## src/rtl/fact_seq_pkg.sv

```systemverilog
// Shared definitions for the factorial sequencer and the SoC address decoder:
// FSM encoding, accelerator register map and status bit positions.
package fact_seq_pkg;

  typedef enum logic [2:0] {
    S_IDLE   = 3'd0,
    S_WR_N   = 3'd1,
    S_WR_GO  = 3'd2,
    S_WAIT   = 3'd3,
    S_POLL   = 3'd4,
    S_RD_RES = 3'd5,
    S_FIN    = 3'd6
  } state_t;

  localparam logic [1:0] ADDR_N    = 2'd0;
  localparam logic [1:0] ADDR_GO   = 2'd1;
  localparam logic [1:0] ADDR_STAT = 2'd2;
  localparam logic [1:0] ADDR_RES  = 2'd3;

  localparam int STAT_DONE_BIT = 0;
  localparam int STAT_ERR_BIT  = 1;

  function automatic int cnt_width(input int limit);
    return (limit < 1) ? 1 : $clog2(limit + 1);
  endfunction

endpackage

```

## src/rtl/fact_seq_poll_timer.sv

```systemverilog
// Saturating poll counter; clear wins over inc, and last flags that the
// current poll is the LIMIT-th one.
module poll_timer
  import fact_seq_pkg::*;
#(
  parameter int LIMIT = 1023
) (
  input  logic clk,
  input  logic rst,
  input  logic clear,
  input  logic inc,
  output logic last
);

  localparam int W = cnt_width(LIMIT);
  localparam logic [W-1:0] MAX = W'(LIMIT);
  localparam logic [W-1:0] PEN = W'(LIMIT - 1);

  logic [W-1:0] cnt;

  always_ff @(posedge clk) begin
    if (rst || clear) begin
      cnt <= '0;
    end else if (inc && (cnt != MAX)) begin
      cnt <= cnt + 1'b1;
    end
  end

  assign last = (cnt >= PEN);

endmodule

```

## src/rtl/fact_seq.sv

```systemverilog
// Drives a memory-mapped factorial accelerator: writes n, writes go, polls
// status, reads the result. All outputs are registered from the next state.
module fact_seq
  import fact_seq_pkg::*;
#(
  parameter int TIMEOUT = 1023
) (
  input  logic        clk,
  input  logic        rst,
  input  logic        start,
  input  logic [3:0]  n_in,
  output logic [1:0]  a,
  output logic        we,
  output logic [3:0]  wd,
  input  logic [31:0] rd,
  output logic        busy,
  output logic        done,
  output logic        err,
  output logic        timeout,
  output logic [31:0] result
);

  state_t     state, state_nxt;
  logic [3:0] n_q, n_nxt;
  logic       fail, fail_nxt;
  logic       wait_cnt, wait_nxt;
  logic       to_set, poll_inc, poll_last;
  logic [1:0] a_nxt;
  logic       we_nxt, busy_nxt, done_nxt, err_nxt;
  logic [3:0] wd_nxt;

  // Cleared while leaving WR_GO, so the count starts at zero on WAIT entry.
  poll_timer #(.LIMIT(TIMEOUT)) u_timer (
    .clk   (clk),
    .rst   (rst),
    .clear (state == S_WR_GO),
    .inc   (poll_inc),
    .last  (poll_last)
  );

  always_comb begin
    state_nxt = state;
    n_nxt     = n_q;
    fail_nxt  = fail;
    wait_nxt  = wait_cnt;
    to_set    = 1'b0;
    poll_inc  = 1'b0;
    case (state)
      S_IDLE: if (start) begin
        state_nxt = S_WR_N;
        n_nxt     = n_in;
        fail_nxt  = 1'b0;
      end
      S_WR_N:  state_nxt = S_WR_GO;
      S_WR_GO: begin
        state_nxt = S_WAIT;
        wait_nxt  = 1'b0;
      end
      S_WAIT: begin
        if (wait_cnt) state_nxt = S_POLL;
        wait_nxt = 1'b1;
      end
      S_POLL: begin
        // Error outranks done when both status bits are seen together.
        if (rd[STAT_ERR_BIT]) begin
          state_nxt = S_FIN;
          fail_nxt  = 1'b1;
        end else if (rd[STAT_DONE_BIT]) begin
          state_nxt = S_RD_RES;
        end else if (poll_last) begin
          state_nxt = S_FIN;
          fail_nxt  = 1'b1;
          to_set    = 1'b1;
        end else begin
          poll_inc = 1'b1;
        end
      end
      S_RD_RES: state_nxt = S_FIN;
      S_FIN:    state_nxt = S_IDLE;
      default:  state_nxt = S_IDLE;
    endcase

    a_nxt  = ADDR_STAT;
    we_nxt = 1'b0;
    wd_nxt = 4'd0;
    case (state_nxt)
      S_WR_N: begin
        a_nxt  = ADDR_N;
        we_nxt = 1'b1;
        wd_nxt = n_nxt;
      end
      S_WR_GO: begin
        a_nxt  = ADDR_GO;
        we_nxt = 1'b1;
        wd_nxt = 4'b0001;
      end
      S_RD_RES: a_nxt = ADDR_RES;
      default:  a_nxt = ADDR_STAT;
    endcase
    busy_nxt = (state_nxt != S_IDLE) && (state_nxt != S_FIN);
    done_nxt = (state_nxt == S_FIN) && !fail_nxt;
    err_nxt  = (state_nxt == S_FIN) && fail_nxt;
  end

  always_ff @(posedge clk) begin
    if (rst) begin
      state    <= S_IDLE;
      n_q      <= 4'd0;
      fail     <= 1'b0;
      wait_cnt <= 1'b0;
      a        <= ADDR_STAT;
      we       <= 1'b0;
      wd       <= 4'd0;
      busy     <= 1'b0;
      done     <= 1'b0;
      err      <= 1'b0;
      timeout  <= 1'b0;
      result   <= 32'd0;
    end else begin
      state    <= state_nxt;
      n_q      <= n_nxt;
      fail     <= fail_nxt;
      wait_cnt <= wait_nxt;
      a        <= a_nxt;
      we       <= we_nxt;
      wd       <= wd_nxt;
      busy     <= busy_nxt;
      done     <= done_nxt;
      err      <= err_nxt;
      if (state == S_IDLE && start) timeout <= 1'b0;
      else if (to_set)              timeout <= 1'b1;
      if (state == S_RD_RES) result <= rd;
    end
  end

endmodule

```

## config.mk

```make
export PLATFORM = sky130hd
export DESIGN_NAME = fact_seq
export DESIGN_NICKNAME = d
export VERILOG_FILES = /design/src/rtl/fact_seq_pkg.sv /design/src/rtl/fact_seq_poll_timer.sv /design/src/rtl/fact_seq.sv
export SDC_FILE = /design/constraint.sdc
export NUM_CORES = 1
export LEC_CHECK = 0
export ABC_AREA = 1
export BUFFER_PORTS_ARGS = -buffer_cell sky130_fd_sc_hd__buf_2
export CAP_MARGIN = 0
export CORE_ASPECT_RATIO = 0.9
export CORE_MARGIN = 1.5
export CORE_UTILIZATION = 55
export CTS_BUF_LIST = sky130_fd_sc_hd__clkbuf_2 sky130_fd_sc_hd__clkbuf_4 sky130_fd_sc_hd__clkbuf_8
export DETAILED_ROUTE_END_ITERATION = 6
export PLACE_DENSITY_LB_ADDON = 0.25
export SLEW_MARGIN = 25
export SYNTH_ARGS = -nofsm -noshare
export SYNTH_HDL_FRONTEND = slang
export SYNTH_HIERARCHICAL = 1
export SYNTH_SLANG_ARGS = --single-unit
```

## constraint.sdc

```tcl
create_clock -name clk -period 4.2 [get_ports clk]
set_input_delay 0.84 -clock clk [delete_from_list [all_inputs] [get_ports clk]]
set_output_delay 0.84 -clock clk [all_outputs]
set_load 0.02 [all_outputs]
```

==> results of run 1 <==
## logic make-up (layout without fill, tap and decap cells)
logic type      after synthesis  in the layout  synth area share
compound gates               51             51             0.114
fa+ha+maj                     2              2           0.00916
buf+inv                      49            131             0.105
simple gates                166            166             0.308
xor+xnor                      3              3           0.00962
flops                        62             62             0.454
## flip-flops by register name, indices dropped and copies added, names as in the netlist, 2 cells and up
register,cells
result,32
u_timer/cnt,10
n_q,4
wd,4
state,3
a,2
## synthesized netlist by cell type (2+ instances only)
master and count:
sky130_fd_sc_hd__buf_6 10, sky130_fd_sc_hd__o21ai_0 2, sky130_fd_sc_hd__nor4_2 3, sky130_fd_sc_hd__nor2_4 4, sky130_fd_sc_hd__dfxtp_1 62, sky130_fd_sc_hd__xor2_1 2
sky130_fd_sc_hd__o21ai_1 3, sky130_fd_sc_hd__o21ai_2 2, sky130_fd_sc_hd__nor3_1 3, sky130_fd_sc_hd__nand3_1 40, sky130_fd_sc_hd__nand2_4 5, sky130_fd_sc_hd__a21oi_1 33
sky130_fd_sc_hd__inv_2 5, sky130_fd_sc_hd__a31oi_1 2, sky130_fd_sc_hd__nand2_2 5, sky130_fd_sc_hd__inv_1 25, sky130_fd_sc_hd__clkbuf_1 3, sky130_fd_sc_hd__ha_1 2
sky130_fd_sc_hd__nand2_1 65, sky130_fd_sc_hd__nor2_1 28, sky130_fd_sc_hd__nand4_1 6, sky130_fd_sc_hd__a21oi_2 6, sky130_fd_sc_hd__buf_2 2, sky130_fd_sc_hd__nand3_2 2
sky130_fd_sc_hd__a211oi_2 3, sky130_fd_sc_hd__inv_4 2
## cell type report
class | instances | area [µm²] | area share
well taps | 65 | 81.3 | 0.0247
clock inverters | 7 | 97.6 | 0.0296
flip-flops and latches | 62 | 1240 | 0.377
clock buffers | 9 | 124 | 0.0376
multi-input cells | 222 | 1200 | 0.365
inverters | 32 | 125 | 0.0380
repair buffers | 83 | 420 | 0.128
## cell usage in the layout, fill, tap and decap left out, types with 2 or more instances in the layout
master	netlist	final
sky130_fd_sc_hd__xor2_1	2	2
sky130_fd_sc_hd__nand2_2	5	5
sky130_fd_sc_hd__clkbuf_8	1	9
sky130_fd_sc_hd__nor3_1	3	3
sky130_fd_sc_hd__nand2_1	65	65
sky130_fd_sc_hd__a21oi_1	33	33
sky130_fd_sc_hd__inv_1	25	25
sky130_fd_sc_hd__nand3_1	40	40
sky130_fd_sc_hd__inv_4	2	2
sky130_fd_sc_hd__bufinv_16	0	2
sky130_fd_sc_hd__a211oi_2	3	3
sky130_fd_sc_hd__dfxtp_1	62	62
sky130_fd_sc_hd__a21oi_2	6	6
sky130_fd_sc_hd__a31oi_1	2	2
sky130_fd_sc_hd__nand4_1	6	6
sky130_fd_sc_hd__ha_1	2	2
sky130_fd_sc_hd__nor2_4	4	4
sky130_fd_sc_hd__o21ai_2	2	2
sky130_fd_sc_hd__nand2_4	5	5
sky130_fd_sc_hd__buf_4	0	2
sky130_fd_sc_hd__nand3_2	2	2
sky130_fd_sc_hd__o21ai_0	2	2
sky130_fd_sc_hd__inv_2	5	5
sky130_fd_sc_hd__nor2_1	28	28
sky130_fd_sc_hd__nor4_2	3	3
sky130_fd_sc_hd__clkinvlp_4	0	2
sky130_fd_sc_hd__o21ai_1	3	3
sky130_fd_sc_hd__buf_2	2	81
## routing by layer
metal / track usage / vias to the layer above
met1: 0.261 / 1080
met5: 0 / -
met4: 0.0869 / 0
met3: 0.0732 / 7
met2: 0.378 / 65
li1: - / 1245
## metrics by stage
step / cells / power, W / area, µm² / utilization
final: 480 / 0.00131 / 3290 / 0.685
after global routing: 480 / 0.00137 / 3290 / 0.685
after CTS: 480 / 0.00133 / 3290 / 0.685
after detailed placement: 464 / 0.000748 / 3070 / 0.639
after global placement: 464 / 0.000746 / 3070 / 0.639
after floorplan: 333 / 0.000720 / 2730 / -
## power by group
part,internal (W),switching (W),total (W),leakage (nW)
logic,0.0000404,0.0000808,0.000121,0.833
registers,0.000603,0.00000943,0.000613,0.502
clock network,0.000335,0.000243,0.000578,0.106
## worst paths after layout
path | start | end | slack [ns] | cells after the start
setup / recovery | u_timer/cnt[4] | u_timer/cnt[9] | 2.22 | 9
hold / removal | result[20] | result[20] | 0.46 | 2
setup reg to reg | u_timer/cnt[4] | u_timer/cnt[9] | 2.22 | 9
hold reg to reg | result[20] | result[20] | 0.46 | 2
## critical path, stage by stage, from the launching register on
cell and delay [ns]:
sky130_fd_sc_hd__dfxtp_1 0.40, sky130_fd_sc_hd__nand2_1 0.13, sky130_fd_sc_hd__nor2_4 0.16, sky130_fd_sc_hd__nor4b_1 0.36, sky130_fd_sc_hd__inv_1 0.12, sky130_fd_sc_hd__and3_1 0.34
sky130_fd_sc_hd__nand2_4 0.17, sky130_fd_sc_hd__nor2_1 0.06, sky130_fd_sc_hd__nor2_1 0.08, sky130_fd_sc_hd__nor2_1 0.05
==> run summary, run 1 <==
Synth top area cells - sky130_fd_sc_hd__dfxtp_1 45%, sky130_fd_sc_hd__nand2_1 8.9%, sky130_fd_sc_hd__nand3_1 7.3%
Leakage power summed over all cells - 1.44 nW
Synthesized area - 2730 µm²
Fin Clk Skew - 0.00408 ns
Overall via count from detail_route - 2,397
First DRT Iteration DRCs - 101
Share of the yosys chip area belonging to registers - 0.454
Ratio of cells with drive above 1 in the final layout - 0.335
Per-cell routed wire length - 11.7 µm
Antenna cell count - 0
Total half-perimeter wirelength after legalization and detailed placement - 3810 µm
Maximum number of pins on one net before global-route repair - 38
Count of cells resized by post-cts repair - 0
Maximum root-to-sink buffer count - 2
Global-route usage over all layers - 0.223
H-tree levels - 3
Number of core rows - 24
Final period utilization - 0.471
Nets - 451
Share of the synthesized area in the top cell type - 0.454
Kind of critical path - reg -> reg
Synthesis Warnings - 6
Max-slew violations - 0
Antenna-violating nets left - 0
Antenna violations before repair - 0
Cells after Synth - 333
Highest attainable clock frequency - 505 MHz
Worst Setup Slack post-DPL - 2.11 ns
Share of async-settable or async-resettable flops after synthesis - 0
Clk Latency, worst-skew pair - 0.34 ns
CP Launch Type - flip-flop
Starting density of the core - 0.568
# DRC - 0
Grt total ovfl - 0
Met3 WL - 322 µm
Routability-driven placement congestion ratio - 0.795
Core Region - 4800 µm²
Cell at the root of the clock tree - sky130_fd_sc_hd__clkbuf_8
Worst path arrival time - 2.22 ns
Number of flops mapped to enable cells by yosys - 0
Number of max-capacitance violations reported - 0
Avg Synthesized Cell Area - 8.20 µm²
Post-CTS setup-driven buffer insertion count - 0
Data required, critical path - 4.44 ns
Fin Hold WS - 0.458 ns
Rel. slew slack - 0.723
Setup slack of the critical path after layout - 2.22 ns
Met1 routed wirelength after detailed routing - 2450 µm
Highest routed layer - met4
Clock-pin slew of the registers on the worst-case setup and hold paths - 0.07 ns
Outcome - complete, no violations
Post-synthesis cell type count - 34
Die height - 69.9 µm
Floorplan die area - 5400 µm²
Die extent in x - 77.3 µm
CTS Hold Buffers Added - 0
Fin Setup TNS - 0 ns
CTS tree - built
Setup repair after global routing missed its margin - no
Synthesized net count - 374
Setup violation total in the final timing report - 0
Number of I/O pins - 82
Critical Path Sink Type - flip-flop
Maximum resistive drop on vdd - 0.000318 V
Number of port buffers - 81
Class of the worst hold path - reg -> reg
Fillers - 435
Cell taking the most area after synthesis - sky130_fd_sc_hd__dfxtp_1
Iteration count of the initial detailed-routing pass - 4
Synthesized flop and latch total - 62
Routed length on met2 - 2750 µm
Top_reg_cell synth - sky130_fd_sc_hd__dfxtp_1
Clock buffer count from CTS - 9
Slew at the pin closest to its max-slew limit - 0.414 ns
Wire length of the first global-routing pass - 9670 µm
Synthesis-to-layout area growth - 20.5%
Largest fanout of any net on the critical path - 10
Final-report hold violation count - 0
Number of global-route vias before repair - 2,250
Final critical-path required period - 1.98 ns
Pwr per Cell Area - 399 nW/µm²
Aggregate routed wire length - 5610 µm
Clock tree sinks - 62
Routed via count divided by cell count - 4.99
No activity file was read; power rests on OpenSTA's default activity.
==> run 2: changes to the inputs <==
Settings changed: CORE_UTILIZATION 55 to 48.
Clock period 4.2 ns to 1.81 ns, I/O delays scaled along.
==> run 2 against run 1 <==
Clock power up 140%. Global-route usage down 1.8 points. Non-clock buffer count up 15. Critical path depth up 2. Sequential power up 130%. Critical endpoint is now u_timer/cnt[1]. Largest cell class unchanged. Largest power group unchanged. First-iteration DRC count down 8.9%.
==> run summary, run 2 (synthesis gave the netlist of run 1 again) <==
Outcome - complete, no violations
Final critical-path required period - 1.67 ns (-0.310 ns)
Critical Path Sink Type - flip-flop
Maximum resistive drop on vdd - 0.000611 V (+92%)
Data required, critical path - 2.08 ns (-2.36 ns)
Number of core rows - 25 (+4.2%)
Setup violation total in the final timing report - 0 (unchanged)
Die extent in x - 82.5 µm (+6.8%)
CTS Hold Buffers Added - 0 (unchanged)
Per-cell routed wire length - 12.3 µm (+4.9%)
Routability-driven placement congestion ratio - 0.841 (+5.8%)
Clock tree sinks - 62 (unchanged)
First DRT Iteration DRCs - 92 (-8.9%)
Class of the worst hold path - in -> reg
Antenna violations before repair - 0 (unchanged)
Nets - 466 (+3.3%)
Grt total ovfl - 0 (unchanged)
Setup repair after global routing missed its margin - no
Fin Hold WS - 0.298 ns (-0.160 ns)
Final period utilization - 0.922 (+0.451)
Total half-perimeter wirelength after legalization and detailed placement - 4170 µm (+9.4%)
Clock-pin slew of the registers on the worst-case setup and hold paths - 0.07 ns (about the same)
Maximum root-to-sink buffer count - 2 (unchanged)
Ratio of cells with drive above 1 in the final layout - 0.365 (+0.0302)
Fin Clk Skew - 0.00749 ns (+0.00341 ns)
Net switching share of the total power - 0.234 (-0.0194)
Iteration count of the initial detailed-routing pass - 4 (unchanged)
Final-report hold violation count - 0 (unchanged)
Final Non-Filler Cells - 497 (+3.5%)
Leakage power summed over all cells - 1.53 nW (+6.2%)
Cell at the root of the clock tree - sky130_fd_sc_hd__clkbuf_8
Post-CTS setup-driven buffer insertion count - 0 (unchanged)
Global-route usage over all layers - 0.205 (-0.0182)
Rel. slew slack - 0.760 (+0.0370)
Max-slew violations - 0 (unchanged)
Number of global-route vias before repair - 2,172 (-3.5%)
Kind of critical path - reg -> reg
Gate power share - 0.099 (+0.007)
CP Launch Type - flip-flop
Fillers - 487 (+12%)
Number of flip-flops in the largest register - 32 (unchanged)
Clock buffer count from CTS - 9 (unchanged)
Highest attainable clock frequency - 599 MHz (+19%)
Worst path arrival time - 1.94 ns (-0.28 ns)
Cell internal pwr - 0.00237 W (+140%)
Routed via count divided by cell count - 5.00 (+0.13%)
H-tree levels - 3 (unchanged)
Starting density of the core - 0.508 (-0.0608)
Overall via count from detail_route - 2,485 (+3.7%)
Switching power summed over all nets - 0.000725 W (+120%)
Floorplan die area - 6150 µm² (+14%)
Slew at the pin closest to its max-slew limit - 0.359 ns (-0.0550 ns)
Wire length of the first global-routing pass - 9520 µm (-1.6%)
Post-placement cell count - 481 (+3.7%)
Antenna cell count - 0 (unchanged)
Core Region - 5380 µm² (+12%)
Clock power frac - 0.443 (+0.002)
Number of max-capacitance violations reported - 0 (unchanged)
Clk Latency, worst-skew pair - 0.33 ns (about the same)
Combined flip-flop and latch cell area - 1240 µm² (unchanged)
Most frequent standard cell in the layout excluding fill and tap cells - sky130_fd_sc_hd__buf_2
Number of port buffers - 81 (unchanged)
Top reg by flops - result
Commonest non-fill, non-tap cells in the layout - 81 x sky130_fd_sc_hd__buf_2, 65 x sky130_fd_sc_hd__nand2_1, 62 x sky130_fd_sc_hd__dfxtp_1
Antenna-violating nets left - 0 (unchanged)
Power share of the sequential group - 0.458 (-0.009)
Largest registers - result x32, u_timer/cnt x10
Area used by multi-input combinational logic - 1220 µm² (+1.2%)
CTS tree - built
Maximum number of pins on one net before global-route repair - 49 (+29%)
Largest fanout of any net on the critical path - 10 (unchanged)
Pwr per Cell Area - 899 nW/µm² (+130%)
Number of I/O pins - 82 (unchanged)
Die height - 74.6 µm (+6.7%)
# DRC - 0 (unchanged)
Synthesis-to-layout area growth - 26.0%
Aggregate routed wire length - 6090 µm (+8.6%)
## run 2: layout make-up
type                       instances  area share
sequential                        62       0.361
multi-input combinational        222       0.354
timing repair buffer              98       0.159
clock buffer                      13      0.0465
inverter                          32      0.0364
tap                               67      0.0244
clock inverter                     3      0.0196
## run 2: critical path, stage by stage, from the launching register on
cell	delay [ns]
sky130_fd_sc_hd__dfxtp_1	0.31
sky130_fd_sc_hd__inv_1	0.07
sky130_fd_sc_hd__ha_1	0.14
sky130_fd_sc_hd__nor2_1	0.05
sky130_fd_sc_hd__nor4b_2	0.30
sky130_fd_sc_hd__inv_1	0.13
sky130_fd_sc_hd__and3_4	0.25
sky130_fd_sc_hd__nand2_4	0.11
sky130_fd_sc_hd__inv_4	0.05
sky130_fd_sc_hd__nand2_2	0.05
sky130_fd_sc_hd__nand2_1	0.05
sky130_fd_sc_hd__nor2_1	0.09
## run 2: layer usage
layer	vias to the layer above	routed length (µm)	share of wire	global-route usage
met1	1125	2770	0.46	0.259
met2	78	2870	0.47	0.323
met5	-	0	0	0
met4	0	55	0.0090	0.0574
met3	6	389	0.064	0.0859
li1	1276	-	-	-
## run 2: power groups by stage
stage          logic (W)  clock network, W  registers [W]
6_report        0.000307           0.00137        0.00142
3_3_place_gp    0.000305                 0        0.00145
3_5_place_dp    0.000307                 0        0.00145
4_1_cts         0.000309           0.00139        0.00142
5_1_grt         0.000339           0.00147        0.00142
2_1_floorplan   0.000201                 0        0.00147
## run 2: repair_timing
action,4_1_cts,5_1_grt
setup endpoints to repair,9,8
pin swaps,0,0
gates resized for setup,2,2
## run 2: metrics by stage
| stage | TNS [ns] | setup WS [ns] | utilization | cell area (µm²) | power [W] |
|---|---|---|---|---|---|
| after floorplan | 0 | 0.0954 | - | 2730 | 0.00167 |
| after global placement | 0 | 0.0284 | 0.594 | 3200 | 0.00175 |
| after detailed placement | -0.102 | -0.0309 | 0.594 | 3200 | 0.00176 |
| after CTS | 0 | 0.0884 | 0.638 | 3430 | 0.00312 |
| after global routing | 0 | 0.0264 | 0.640 | 3440 | 0.00323 |
| final | 0 | 0.141 | 0.640 | 3440 | 0.00309 |
## run 2: final timing paths
path	start	endpoint	slack (ns)	cells after the start
setup / recovery	u_timer/cnt[0]	u_timer/cnt[1]	0.14	11
hold / removal	rd[7]	result[7]	0.30	3
setup reg to reg	u_timer/cnt[0]	u_timer/cnt[1]	0.14	11
hold reg to reg	result[8]	result[8]	0.46	2
==> run 3: changes to the inputs <==
Settings changed: CORE_UTILIZATION 48 to 47, SYNTH_HIERARCHICAL 1 to default.
==> run 3 against run 2 <==
Sequential power about the same. First-iteration DRC count is 5.4% lower. Hold slack got worse by 0.025 ns. Wire length shrank 15%. Flip-flop and latch count down 1. Clock-buffer cell count down 3. Critical endpoint is now u_timer.cnt[3]. Register-to-register slack gained 0.13 ns. Final cell count fell by 7.8%. Critical path type unchanged. Maximum frequency increased by 8.7%.
==> run summary, run 3 <==
Cell taking the most area after synthesis - sky130_fd_sc_hd__dfxtp_1
Number of global-route vias before repair - 1,929 (-11%)
Post-CTS setup-driven buffer insertion count - 0 (unchanged)
Outcome - complete, no violations
Library cell contributing the largest single delay on the critical path - sky130_fd_sc_hd__dfxtp_1
Largest fanout of any net on the critical path - 12 (+2)
Number of core rows - 24 (-4.0%)
Avg Synthesized Cell Area - 7.94 µm² (-3.2%)
Synthesized area - 2430 µm² (-11%)
Share of the synthesized area in the top cell type - 0.503 (+0.0484)
Grt total ovfl - 0 (unchanged)
Setup violation total in the final timing report - 0 (unchanged)
Synthesis Warnings - 0 (-6)
# DRC - 0 (unchanged)
Dominant cell by count in the synthesized netlist - sky130_fd_sc_hd__dfxtp_1
Clock tree sinks - 61 (-1.6%)
Clk Latency, worst-skew pair - 0.34 ns (about the same)
Pwr per Cell Area - 939 nW/µm² (+4.4%)
Top_reg_cell synth - sky130_fd_sc_hd__dfxtp_1
Synth top area cells - sky130_fd_sc_hd__dfxtp_1 50%, sky130_fd_sc_hd__a21oi_1 9.5%, sky130_fd_sc_hd__inv_1 8.0%
Fin Hold WS - 0.273 ns (-0.0254 ns)
Floorplan die area - 5610 µm² (-8.9%)
Ratio of cells with drive above 1 in the final layout - 0.310 (-0.0547)
Critical Path Sink Type - flip-flop
CP Cell Sequence - inv_1 > ha_1 > nor2_1 > nand2_1 > nand3_2 > nand2_4 > inv_2 > nand3_1 > a21oi_1
Die height - 71.2 µm (-4.5%)
Wire length of the first global-routing pass - 8360 µm (-12%)
Iteration count of the initial detailed-routing pass - 4 (unchanged)
Number of flops mapped to enable cells by yosys - 0 (unchanged)
Rel. slew slack - 0.745 (-0.0156)
H-tree levels - 3 (unchanged)
Cells after Synth - 306 (-8.1%)
Routability-driven placement congestion ratio - 0.846 (+0.56%)
Final critical-path required period - 1.54 ns (-0.133 ns)
Maximum resistive drop on vdd - 0.000670 V (+9.7%)
Antenna cell count - 0 (unchanged)
Kind of critical path - reg -> reg
Top reg by flops - result
Final-report hold violation count - 0 (unchanged)
Total half-perimeter wirelength after legalization and detailed placement - 3560 µm (-15%)
Setup repair after global routing missed its margin - no
Number of max-capacitance violations reported - 0 (unchanged)
Overall via count from detail_route - 2,181 (-12%)
Leakage power summed over all cells - 1.38 nW (-9.8%)
Count of cells resized by post-cts repair - 0 (-2)
Routed via count divided by cell count - 4.76 (-4.8%)
Number of I/O pins - 82 (unchanged)
Share of async-settable or async-resettable flops after synthesis - 0 (unchanged)
Cell at the root of the clock tree - sky130_fd_sc_hd__clkbuf_8
Synthesized net count - 347 (-7.2%)
First DRT Iteration DRCs - 87 (-5.4%)
Class of the worst hold path - in -> reg
Aggregate routed wire length - 5200 µm (-15%)
CP Launch Type - flip-flop
CTS tree - built
Final period utilization - 0.848 (-0.0736)
Top cell types by occurrence after synthesis - 61 x sky130_fd_sc_hd__dfxtp_1, 52 x sky130_fd_sc_hd__inv_1, 46 x sky130_fd_sc_hd__a21oi_1, 34 x sky130_fd_sc_hd__o21ai_0, 33 x sky130_fd_sc_hd__nand2_1
Highest attainable clock frequency - 651 MHz (+8.7%)
Largest registers - result x32, u_timer.cnt x10, wd x4
Nets - 430 (-7.7%)
CTS Hold Buffers Added - 0 (unchanged)
Most frequent standard cell in the layout excluding fill and tap cells - sky130_fd_sc_hd__buf_2
Per-cell routed wire length - 11.3 µm (-7.4%)
Synthesized flop and latch total - 61 (-1.6%)
Commonest non-fill, non-tap cells in the layout - 81 x sky130_fd_sc_hd__buf_2, 61 x sky130_fd_sc_hd__dfxtp_1, 52 x sky130_fd_sc_hd__inv_1
Number of port buffers - 81 (unchanged)
Max-slew violations - 0 (unchanged)
Worst path arrival time - 1.80 ns (-0.14 ns)
Antenna violations before repair - 0 (unchanged)
Maximum number of pins on one net before global-route repair - 35 (-29%)
Die extent in x - 78.8 µm (-4.5%)
Slew at the pin closest to its max-slew limit - 0.379 ns (+0.0199 ns)
Fin Setup TNS - 0 ns (unchanged)
Post-synthesis cell type count - 27 (-21%)
Delay of the slowest cell on the worst path - 0.37 ns (+0.06 ns)
Antenna-violating nets left - 0 (unchanged)
Share of the yosys chip area belonging to registers - 0.503 (+0.0484)
Maximum root-to-sink buffer count - 2 (unchanged)
Clock buffer count from CTS - 9 (unchanged)
Global-route usage over all layers - 0.193 (-0.0120)
Fin Clk Skew - 0.00858 ns (+0.00109 ns)
Starting density of the core - 0.496 (-0.0115)
Synthesis-to-layout area growth - 27.5%
Data required, critical path - 2.08 ns (about the same)
Core Region - 4890 µm² (-9.0%)
Number of flip-flops in the largest register - 32 (unchanged)
Clock-pin slew of the registers on the worst-case setup and hold paths - 0.06 ns (about the same)
## run 3: cells by family (layout without fill, tap and decap cells)
family | after synthesis | in the layout | share of synthesized area
and+or+nand+nor | 83 | 83 | 0.168
xor gates and xnor gates | 5 | 5 | 0.0180
AOI/OAI and AO/OA | 87 | 87 | 0.188
DFF | 61 | 61 | 0.503
buffers and inverters | 68 | 155 | 0.112
adders and majority gates | 2 | 2 | 0.0103
## run 3: layout make-up
| cell class | count | area [µm²] |
|---|---|---|
| Tap cell | 65 | 81.3 |
| Sequential cell | 61 | 1220 |
| Inverter | 55 | 206 |
| Timing Repair Buffer | 85 | 435 |
| Multi-Input combinational cell | 177 | 940 |
| Clock inverter | 5 | 75.1 |
| Clock buffer | 10 | 138 |
| Fill cell | 421 | 1800 |
## run 3: path summary, 6_finish.rpt
check	cells after the start	slack (ns)	end	from
min reg2reg	2	0.44	result[2]	result[2]
max	9	0.27	u_timer.cnt[3]	u_timer.cnt[0]
min	3	0.27	wd[3]	n_in[3]
max reg2reg	9	0.27	u_timer.cnt[3]	u_timer.cnt[0]
## run 3: per-layer routing
metal,wire [µm],vias up,track usage,part of all wire
met4,68,0,0.0833,0.013
met5,0,-,0,0
met2,2400,66,0.314,0.46
met1,2340,968,0.225,0.45
li1,-,1139,-,-
met3,385,8,0.0774,0.074
## run 3: power by group
group	total [W]	switching (W)	internal [W]
Sequential	0.00140	0.0000183	0.00138
Clock	0.00128	0.000487	0.000797
Combinational	0.000227	0.000141	0.0000864
Total	0.00291	0.000647	0.00226
## run 3: through the flow
stage / total power (W) / instance area (µm²) / instances / utilization / worst slack, ns
6_report: 0.00291 / 3100 / 458 / 0.633 / 0.274
5_1_grt: 0.00302 / 3100 / 458 / 0.633 / 0.152
4_1_cts: 0.00294 / 3100 / 458 / 0.633 / 0.275
3_5_place_dp: 0.00165 / 2880 / 443 / 0.589 / 0.303
3_3_place_gp: 0.00164 / 2880 / 443 / 0.589 / 0.355
2_1_floorplan: 0.00156 / 2430 / 306 / - / 0.468
## run 3: worst max-delay path, delay by kind of cell (launching register included)
kind / cells / cell delay [ns]
fa+ha+maj: 1 / 0.19
simple gates: 5 / 0.48
flops: 1 / 0.37
buf+inv: 2 / 0.29
compound gates: 1 / 0.14
